<file path="config.mk">
export PLATFORM = sky130hd
export DESIGN_NAME = fetch_unit_flat
export DESIGN_NICKNAME = d
export VERILOG_FILES = /design/src/rtl/fetch_unit_if.sv /design/src/rtl/fetch_unit.sv /design/src/flat_wrapper.sv
export SDC_FILE = /design/constraint.sdc
export NUM_CORES = 1
export LEC_CHECK = 0
export BUFFER_PORTS_ARGS = -buffer_cell sky130_fd_sc_hd__clkbuf_2
export CAP_MARGIN = 20
export CORE_MARGIN = 2
export CORE_UTILIZATION = 49
export CTS_CLUSTER_DIAMETER = 60
export DETAILED_ROUTE_END_ITERATION = 16
export GPL_ROUTABILITY_DRIVEN = 0
export PLACE_DENSITY = 0.83
export SYNTH_ARGS = -nofsm -noshare
export SYNTH_HDL_FRONTEND = slang
export SYNTH_SLANG_ARGS = --single-unit
export TNS_END_PERCENT = 1
</file>
<file path="constraint.sdc">
create_clock -name clk -period 5.43 [get_ports clk]
set_input_delay 1.086 -clock clk [delete_from_list [all_inputs] [get_ports clk]]
set_output_delay 1.086 -clock clk [all_outputs]
set_load 0.05 [all_outputs]
</file>
<file path="src/rtl/fetch_unit_if.sv">
// Bundle between the fetch stage and its surroundings: hazard/branch control in,
// instruction-memory port and IF/ID pipeline register out.
interface fetch_unit_if #(
  parameter int PC_W = 9
);
  logic            stall;
  logic            PcSel;
  logic [31:0]     BrPC;
  logic            imem_ready;
  logic [31:0]     imem_instr;
  logic [PC_W-1:0] imem_addr;
  logic [PC_W-1:0] if_id_pc;
  logic [31:0]     if_id_instr;
  logic            if_id_valid;
  logic            misalign_err;
  logic [31:0]     fetch_count;

  // Environment side: hazard unit, branch unit, instruction memory, decode.
  modport master (
    output stall, PcSel, BrPC, imem_ready, imem_instr,
    input  imem_addr, if_id_pc, if_id_instr, if_id_valid, misalign_err, fetch_count
  );

  // Fetch stage side.
  modport slave (
    input  stall, PcSel, BrPC, imem_ready, imem_instr,
    output imem_addr, if_id_pc, if_id_instr, if_id_valid, misalign_err, fetch_count
  );
endinterface

</file>
<file path="src/rtl/fetch_unit.sv">
// Instruction-fetch stage: owns the PC, drives the instruction memory address and
// loads the IF/ID register, honouring redirects, load-use stalls and memory waits.
module fetch_unit #(
  parameter int          PC_W = 9,
  parameter logic [31:0] NOP  = 32'h0000_0013
) (
  input logic         clk,
  input logic         reset,
  fetch_unit_if.slave bus
);

  localparam logic [1:0] ST_RUN   = 2'd0;
  localparam logic [1:0] ST_WAIT  = 2'd1;
  localparam logic [1:0] ST_REDIR = 2'd2;

  logic [PC_W-1:0] pc_reg,        pc_next;
  logic [PC_W-1:0] ipc_reg,       ipc_next;
  logic [31:0]     instr_reg,     instr_next;
  logic            valid_reg,     valid_next;
  logic            misalign_reg,  misalign_next;
  logic [31:0]     count_reg,     count_next;
  logic [1:0]      state_reg,     state_next;

  logic [PC_W-1:0] redirect_target;
  logic            unused_brpc_hi;

  // Redirect targets are forced to word alignment; bits above the PC width are dropped.
  assign redirect_target = {bus.BrPC[PC_W-1:2], 2'b00};
  assign unused_brpc_hi  = ^bus.BrPC[31:PC_W];

  always_comb begin
    pc_next       = pc_reg;
    ipc_next      = ipc_reg;
    instr_next    = instr_reg;
    valid_next    = valid_reg;
    misalign_next = misalign_reg;
    count_next    = count_reg;
    state_next    = state_reg;

    if (bus.PcSel) begin
      // A taken branch beats both a stall and an outstanding memory fetch.
      pc_next       = redirect_target;
      instr_next    = NOP;
      valid_next    = 1'b0;
      misalign_next = misalign_reg | (bus.BrPC[1:0] != 2'b00);
      state_next    = ST_REDIR;
    end else if (bus.stall) begin
      pc_next = pc_reg;
    end else if (!bus.imem_ready) begin
      ipc_next   = pc_reg;
      instr_next = NOP;
      valid_next = 1'b0;
      state_next = ST_WAIT;
    end else begin
      pc_next    = pc_reg + PC_W'(4);
      ipc_next   = pc_reg;
      instr_next = bus.imem_instr;
      valid_next = 1'b1;
      count_next = count_reg + 32'd1;
      state_next = ST_RUN;
    end
  end

  always_ff @(posedge clk) begin
    if (reset) begin
      pc_reg       <= '0;
      ipc_reg      <= '0;
      instr_reg    <= NOP;
      valid_reg    <= 1'b0;
      misalign_reg <= 1'b0;
      count_reg    <= '0;
      state_reg    <= ST_RUN;
    end else begin
      pc_reg       <= pc_next;
      ipc_reg      <= ipc_next;
      instr_reg    <= instr_next;
      valid_reg    <= valid_next;
      misalign_reg <= misalign_next;
      count_reg    <= count_next;
      state_reg    <= state_next;
    end
  end

  assign bus.imem_addr    = pc_reg;
  assign bus.if_id_pc     = ipc_reg;
  assign bus.if_id_instr  = instr_reg;
  assign bus.if_id_valid  = valid_reg;
  assign bus.misalign_err = misalign_reg;
  assign bus.fetch_count  = count_reg;

endmodule
</file>
<file path="src/flat_wrapper.sv">
// flat-port wrapper written by rule: the top's interface ports become plain ports
module fetch_unit_flat 
#(
  parameter int          PC_W = 9,
  parameter logic [31:0] NOP  = 32'h0000_0013
)
  (clk, reset, bus_stall, bus_PcSel, bus_BrPC, bus_imem_ready, bus_imem_instr, bus_imem_addr, bus_if_id_pc, bus_if_id_instr, bus_if_id_valid, bus_misalign_err, bus_fetch_count);
  fetch_unit_if #(.PC_W(PC_W)) bus_i ();
  input logic clk;
  input logic reset;
  input wire logic [$bits(bus_i.stall)-1:0] bus_stall;
  input wire logic [$bits(bus_i.PcSel)-1:0] bus_PcSel;
  input wire logic [$bits(bus_i.BrPC)-1:0] bus_BrPC;
  input wire logic [$bits(bus_i.imem_ready)-1:0] bus_imem_ready;
  input wire logic [$bits(bus_i.imem_instr)-1:0] bus_imem_instr;
  output wire logic [$bits(bus_i.imem_addr)-1:0] bus_imem_addr;
  output wire logic [$bits(bus_i.if_id_pc)-1:0] bus_if_id_pc;
  output wire logic [$bits(bus_i.if_id_instr)-1:0] bus_if_id_instr;
  output wire logic [$bits(bus_i.if_id_valid)-1:0] bus_if_id_valid;
  output wire logic [$bits(bus_i.misalign_err)-1:0] bus_misalign_err;
  output wire logic [$bits(bus_i.fetch_count)-1:0] bus_fetch_count;
  assign bus_i.stall = bus_stall;
  assign bus_i.PcSel = bus_PcSel;
  assign bus_i.BrPC = bus_BrPC;
  assign bus_i.imem_ready = bus_imem_ready;
  assign bus_i.imem_instr = bus_imem_instr;
  assign bus_imem_addr = bus_i.imem_addr;
  assign bus_if_id_pc = bus_i.if_id_pc;
  assign bus_if_id_instr = bus_i.if_id_instr;
  assign bus_if_id_valid = bus_i.if_id_valid;
  assign bus_misalign_err = bus_i.misalign_err;
  assign bus_fetch_count = bus_i.fetch_count;
  fetch_unit #(.PC_W(PC_W), .NOP(NOP)) u_core (.clk(clk), .reset(reset), .bus(bus_i));
endmodule
</file>
==> out/metrics.yaml, run 1 <==
outcome: "finished, final reports clean"
synth-simple-area-share_pct: 23.06
global_route.usage.total_pct: 21.30
synth_flop_cell: "sky130_fd_sc_hd__dfxtp_1"
placement_rows: 30
seq_area_frac_synth_pct: 47.60
final.min_clock_period_ps: 3160
slew_viol_final: 0
post_synth_adder_cell_area_pct: 0.7438
synth_enable_flop_cells: 0
synth_largest_area_cell: "sky130_fd_sc_hd__dfxtp_1"
start_kind: "primary input"
setup_viol: 0
critical_path_at_ps: 3430
grt_overflow_total: 0
top_level_pins: 153
layout.area.seq_mm2: 0.001602
grt_pass1_vias: 2987
antenna_found_initial: 0
fin_nets: 564
route.antenna.remaining_nets: 0
combined_area_of_the_multi_input_logic_cells_mm2: 0.001584
synth_cell_type_count: 38
cp.required_ps: 5700
port_buffers: 125
die_area_mm2: 0.007546
postSynthCellCount: 379
gr-usage-met2_pct: 35.60
busiest_layer: "met2"
post_route_fraction_of_the_period_consumed_by_the_critical_path_pct: 58.20
cts_sinks: 80
post_synth.cell_area_avg_um2: 8.877
muxShareOfSynthArea_pct: 0.3347
clock_tree.buffer_depth: 2
critical_path.endpoint_type: "register"
met3_usage_pct: 5.687
grt_start_max_net_pins: 51
hold_path_class: "reg2reg"
synth-xor-area-share_pct: 3.124
drv_cap: 0
fin_skew_ps: 5.883
combinational_family_with_the_most_area_after_synthesis: "simple AND/OR/NAND/NOR gates"
dp_hpwl_mm: 5.577
numCtsBuffers: 9
post_route_hold_slack_ps: 449.0
grt_setup_unrepaired: "no"
power.leakage_nw: 1.644
clkSlewWorstSetupHoldPaths_ps: 80
fmax_ghz: 0.3164
die-width_um: 86.87
yosys_register_bits: 80
timing.slew.headroom_pct: 46.10
holdBufCountCts: 0
worstSkewPairLatency_ps: 340
overall_routed_net_length_mm: 7.894
start_util_pct: 50.07
timing.setup.tns_ps: 0
post-route-drc-count: 0
max-vdd-ir-drop_mv: 0.1762
antenna-diode-count: 0
synth-warning-count: 0
cts_tree: "done"
synth_top_cell_area_share_pct: 47.60
cts_repair_resize_count: 0
synth_async_sr_flop_share_pct: 0
wire_length_of_the_first_global_routing_pass_mm: 12.98
dr_total_vias: 3235
finalHoldViolCount: 0
die_span_in_y_um: 86.87
power_density_mw_per_mm2: 289.0
flow.area_growth_from_synthesis_pct: 24.10
detail_route.iter0.violations: 129
setup.worst_path.class: "in2reg"
fill_cells: 595
mappedNetlistArea_mm2: 0.003364
synth_compound_area_share_pct: 19.30
detailedRoute.firstPassIterationCount: 4
timing.critical_path.fanout_max: 42
post_drt_via_cell_ratio: 5.597
cts_max_level: 3
ranking_of_synthesized_cells_by_area: "sky130_fd_sc_hd__dfxtp_1 (48%), sky130_fd_sc_hd__a22oi_1 (6.5%), sky130_fd_sc_hd__nor2_1 (5.5%), sky130_fd_sc_hd__a21oi_1 (4.5%), sky130_fd_sc_hd__nand2_1 (3.3%)"
cts_setup_buffers: 0
routedWlPerCell_um: 13.66
drive_above_1_share_pct: 32.73
gr_met1_demand_resource_pct: 25.55
clockRootBuffer: "sky130_fd_sc_hd__clkbuf_8"
coreArea_mm2: 0.006719
timing_worst_slew_pin_value_ps: 808.6
-- synth_stat cells, types with 4 or more instances --
| cell | count |
|---|---|
| sky130_fd_sc_hd__a21oi_1 | 30 |
| sky130_fd_sc_hd__nand2_1 | 30 |
| sky130_fd_sc_hd__o21ai_0 | 19 |
| sky130_fd_sc_hd__nor2_1 | 49 |
| sky130_fd_sc_hd__buf_4 | 5 |
| sky130_fd_sc_hd__a311oi_1 | 5 |
| sky130_fd_sc_hd__xor2_1 | 4 |
| sky130_fd_sc_hd__nand4_1 | 6 |
| sky130_fd_sc_hd__clkbuf_1 | 17 |
| sky130_fd_sc_hd__inv_1 | 8 |
| sky130_fd_sc_hd__o31ai_1 | 11 |
| sky130_fd_sc_hd__or3_1 | 8 |
| sky130_fd_sc_hd__dfxtp_1 | 80 |
| sky130_fd_sc_hd__or2_2 | 5 |
| sky130_fd_sc_hd__nand3_1 | 12 |
| sky130_fd_sc_hd__nor4_1 | 4 |
| sky130_fd_sc_hd__a22oi_1 | 29 |
| sky130_fd_sc_hd__or4_1 | 12 |
| sky130_fd_sc_hd__xnor2_1 | 8 |
| sky130_fd_sc_hd__or3_2 | 5 |
-- power breakdown --
group	switching, W	internal, W
registers	0.00000977	0.000598
logic	0.0000877	0.0000338
clock network	0.000218	0.000260
-- sequential cells by signal, indices dropped and copies added, names as in the netlist --
| register | cells |
|---|---|
| u_core.bus.fetch_count | 32 |
| u_core.bus.if_id_instr | 32 |
| u_core.bus.if_id_pc | 7 |
| u_core.bus.if_id_valid | 1 |
| u_core.bus.imem_addr | 7 |
| u_core.bus.misalign_err | 1 |
-- cell families (layout without fill, tap and decap cells) --
| kind of cell | Yosys count | after routing |
|---|---|---|
| other cells | 1 | 4 |
| mux | 1 | 1 |
| simple gates | 146 | 146 |
| compound gates | 102 | 102 |
| flops | 80 | 80 |
| xor+xnor | 12 | 12 |
| buf+inv | 35 | 151 |
| fa+ha+maj | 2 | 2 |
-- placed cells by master (no fill, tap or decap), types with 2 or more instances in the layout --
cell / instances
sky130_fd_sc_hd__clkbuf_2: 125
sky130_fd_sc_hd__dfxtp_1: 80
sky130_fd_sc_hd__nor2_1: 49
sky130_fd_sc_hd__nand2_1: 30
sky130_fd_sc_hd__a21oi_1: 30
sky130_fd_sc_hd__a22oi_1: 29
sky130_fd_sc_hd__o21ai_0: 19
sky130_fd_sc_hd__nand3_1: 12
sky130_fd_sc_hd__or4_1: 12
sky130_fd_sc_hd__o31ai_1: 11
sky130_fd_sc_hd__clkbuf_8: 9
sky130_fd_sc_hd__inv_1: 8
sky130_fd_sc_hd__xnor2_1: 8
sky130_fd_sc_hd__or3_1: 8
sky130_fd_sc_hd__nand4_1: 6
sky130_fd_sc_hd__or2_2: 5
sky130_fd_sc_hd__a311oi_1: 5
sky130_fd_sc_hd__or3_2: 5
sky130_fd_sc_hd__xor2_1: 4
sky130_fd_sc_hd__nor4_1: 4
sky130_fd_sc_hd__conb_1: 4
sky130_fd_sc_hd__o22ai_1: 3
sky130_fd_sc_hd__o41ai_1: 3
sky130_fd_sc_hd__or4b_2: 3
sky130_fd_sc_hd__or4_4: 2
sky130_fd_sc_hd__a211oi_1: 2
sky130_fd_sc_hd__nor3_1: 2
sky130_fd_sc_hd__ha_1: 2
sky130_fd_sc_hd__clkinv_2: 2
sky130_fd_sc_hd__bufinv_16: 2
sky130_fd_sc_hd__buf_4: 2
-- per-stage QoR --
stage               setup WS [ps]   power, W  utilization, %  cell area, um^2  instances
global route                 2032   0.001248           62.14             4175        578
floorplan                    2793  0.0007079               -             3376        382
detailed placement           1918  0.0007431           58.88             3956        562
CTS                          2285   0.001221           62.14             4175        578
global placement             1946  0.0007404           58.88             3956        562
finish                       2270   0.001207           62.14             4175        578
-- layout make-up --
type | count | area share, %
clock buffers | 9 | 2.967
clock inverters | 7 | 2.277
inverters | 8 | 0.7192
multi-input cells | 267 | 37.94
flip-flops and latches | 80 | 38.36
well taps | 80 | 2.397
repair buffers | 127 | 15.34
-- routing by layer --
metal / wire (um) / part of all wire (%)
met1: 3433 / 43
met2: 3780 / 48
met3: 538 / 6.8
met4: 141 / 1.8
met5: 0 / 0
-- worst paths after layout --
kind                                            from                                 endpoint  slack, ps  cells past startpoint
max                                        bus_stall  u_core.bus.fetch_count[25]$_SDFFE_PP0P_       2270                      5
min             u_core.bus.misalign_err$_SDFFE_PP0P_     u_core.bus.misalign_err$_SDFFE_PP0P_        450                      2
max reg2reg  u_core.bus.fetch_count[19]$_SDFFE_PP0P_  u_core.bus.fetch_count[25]$_SDFFE_PP0P_       3260                      4
min reg2reg     u_core.bus.misalign_err$_SDFFE_PP0P_     u_core.bus.misalign_err$_SDFFE_PP0P_        450                      2
-- worst max-delay path: stages --
cell                        delay (ps)
sky130_fd_sc_hd__clkbuf_2          460
sky130_fd_sc_hd__nand4bb_4         460
sky130_fd_sc_hd__nor4_1            620
sky130_fd_sc_hd__or4b_2            630
sky130_fd_sc_hd__a21oi_1           160
No activity file was read; power rests on OpenSTA's default activity.
==> inputs of run 2 (changes only) <==
--- a/config.mk
+++ b/config.mk
@@ -8,11 +8,11 @@
 export BUFFER_PORTS_ARGS = -buffer_cell sky130_fd_sc_hd__clkbuf_2
 export CAP_MARGIN = 20
 export CORE_MARGIN = 2
-export CORE_UTILIZATION = 49
+export CORE_UTILIZATION = 47
 export CTS_CLUSTER_DIAMETER = 60
 export DETAILED_ROUTE_END_ITERATION = 16
 export GPL_ROUTABILITY_DRIVEN = 0
-export PLACE_DENSITY = 0.83
+export PLACE_DENSITY = 0.8
 export SYNTH_ARGS = -nofsm -noshare
 export SYNTH_HDL_FRONTEND = slang
 export SYNTH_SLANG_ARGS = --single-unit
==> constraint.sdc (replaced) <==
create_clock -name clk -period 3.2 [get_ports clk]
set_input_delay 0.64 -clock clk [delete_from_list [all_inputs] [get_ports clk]]
set_output_delay 0.64 -clock clk [all_outputs]
set_load 0.05 [all_outputs]
==> out/metrics.yaml, run 2 (same netlist as run 1, synthesis figures left out) <==
layout_commonest_cell: "sky130_fd_sc_hd__clkbuf_2"
timing.critical_path.fanout_max: 21  # -50%
max-vdd-ir-drop_mv: 0.2121  # +20%
dp_hpwl_mm: 5.688  # +2.0%
port_buffers: 125  # unchanged
start_kind: "primary input"
wire_length_of_the_first_global_routing_pass_mm: 12.94  # -0.32%
detail_route.iter0.violations: 125  # -3.1%
final_cell_mix: "sky130_fd_sc_hd__clkbuf_2 (125), sky130_fd_sc_hd__dfxtp_1 (80), sky130_fd_sc_hd__nor2_1 (49)"
placement_rows: 30  # unchanged
critical_path_at_ps: 2550  # -880 ps
coreArea_mm2: 0.006869  # +2.2%
setup.worst_path.class: "in2reg"
routedWlPerCell_um: 13.49  # -1.2%
route.antenna.remaining_nets: 0  # unchanged
hold_path_class: "reg2reg"
grt_setup_unrepaired: "no"
start_util_pct: 48.98  # -1.1 points
top_level_pins: 153  # unchanged
overall_routed_net_length_mm: 8.043  # +1.9%
post-route-drc-count: 0  # unchanged
die_area_mm2: 0.007851  # +4.0%
finalHoldViolCount: 0  # unchanged
cts_sinks: 80  # unchanged
fin_skew_ps: 12.35  # +6.466 ps
dpl_cell_area_mm2: 0.003991  # +0.89%
antenna-diode-count: 0  # unchanged
timing.setup.tns_ps: 0  # unchanged
setup_viol: 0  # unchanged
power_density_mw_per_mm2: 458.9  # +59%
clkSlewWorstSetupHoldPaths_ps: 80  # about the same
holdBufCountCts: 0  # unchanged
critical_path.endpoint_type: "register"
power.leakage_nw: 1.628  # -1.0%
grt_start_max_net_pins: 42  # -18%
timing.slew.headroom_pct: 63.31  # +17 points
grt_pass1_vias: 2881  # -3.5%
die-width_um: 88.61  # +2.0%
cpMaxStageDelayCell: "sky130_fd_sc_hd__or4_4"
drive_above_1_share_pct: 33.00  # +0.27 points
worstSkewPairLatency_ps: 350  # about the same
dr_total_vias: 3254  # +0.59%
drv_cap: 0  # unchanged
final_cell_area_mm2: 0.004169  # -0.15%
power_w: 0.001913  # +59%
grt_overflow_total: 0  # unchanged
clock_tree.buffer_depth: 2  # unchanged
antenna_found_initial: 0  # unchanged
post_drt_via_cell_ratio: 5.460  # -2.5%
critical-path-max-stage-delay_ps: 660  # +30 ps
detailedRoute.firstPassIterationCount: 5  # +1
cts_repair_resize_count: 0  # unchanged
final.min_clock_period_ps: 2269
global_route.usage.total_pct: 20.74  # -0.56 points
outcome: "finished, final reports clean"
fin_nets: 566  # +0.35%
flow.area_growth_from_synthesis_pct: 23.91
fill_cells: 594  # -0.17%
numCtsBuffers: 9  # unchanged
slew_viol_final: 0  # unchanged
clockRootBuffer: "sky130_fd_sc_hd__clkbuf_8"
timing_worst_slew_pin_value_ps: 550.4  # -258.2 ps
die_span_in_y_um: 88.61  # +2.0%
fmax_ghz: 0.4408
cts_max_level: 3  # unchanged
worstPathCellList: "clkbuf_2 > nand4bb_4 > or4_4 > or4_1 > a21oi_1"
cts_tree: "done"
cts_setup_buffers: 0  # unchanged
post_route_fraction_of_the_period_consumed_by_the_critical_path_pct: 70.90
cp.required_ps: 3480  # -2220 ps
[run 2: cell types whose count changed in the layout (fill, tap and decap cells not counted)]
cell / change
sky130_fd_sc_hd__clkinv_4: -1
sky130_fd_sc_hd__bufinv_16: -2
sky130_fd_sc_hd__clkinvlp_4: +2
sky130_fd_sc_hd__inv_6: +2
sky130_fd_sc_hd__buf_4: +2
sky130_fd_sc_hd__clkinv_2: -1
[run 2: layout make-up]
type	instances	area (um^2)	area share [%]
Clock buffer	9	123.9	2.971
Clock inverter	7	53.80	1.291
Inverter	8	30.03	0.7203
Multi-Input combinational cell	267	1584	38.00
Sequential cell	80	1602	38.42
Tap cell	96	120.1	2.881
Timing Repair Buffer	129	655.6	15.73
[run 2: worst paths after layout]
kind | start | to | slack (ps) | cells past startpoint
hold / removal | u_core.bus.misalign_err$_SDFFE_PP0P_ | u_core.bus.misalign_err$_SDFFE_PP0P_ | 470 | 2
setup reg to reg | u_core.bus.fetch_count[10]$_SDFFE_PP0P_ | u_core.bus.fetch_count[29]$_SDFFE_PP0P_ | 1020 | 4
hold reg to reg | u_core.bus.misalign_err$_SDFFE_PP0P_ | u_core.bus.misalign_err$_SDFFE_PP0P_ | 470 | 2
setup / recovery | bus_PcSel | u_core.bus.fetch_count[28]$_SDFFE_PP0P_ | 930 | 5
[run 2: layer usage]
| layer | share of wire (%) | wire length, um | up-vias | global-route usage [%] |
|---|---|---|---|---|
| met5 | 0 | 0 | - | 0 |
| met3 | 7.2 | 578 | 16 | 4.571 |
| met1 | 44 | 3527 | 1503 | 26.45 |
| li1 | - | - | 1606 | - |
| met2 | 47 | 3779 | 129 | 34.11 |
| met4 | 2.0 | 157 | 0 | 8.540 |
[run 2: power by group]
| part | total, W | internal, W | switching (W) |
|---|---|---|---|
| Clock | 0.000675 | 0.000288 | 0.000387 |
| Sequential | 0.00103 | 0.00101 | 0.0000165 |
| Combinational | 0.000207 | 0.0000582 | 0.000149 |
[run 2: worst max-delay path: cells and delay by family]
family | cells | cell delay, ps
and+or+nand+nor | 3 | 1570
AOI/OAI and AO/OA | 1 | 150
buffers and inverters | 1 | 190
[run 2: per-stage QoR]
step | util [%] | setup slack, ps | hold WS (ps) | std cells
floorplan | - | 877.7 | 663.7 | 382
global placement | 58.11 | 601.0 | 448.3 | 580
detailed placement | 58.11 | 566.8 | 456.9 | 580
CTS | 60.69 | 935.5 | 467.2 | 596
global route | 60.69 | 801.4 | 507.5 | 596
finish | 60.69 | 931.3 | 467.6 | 596
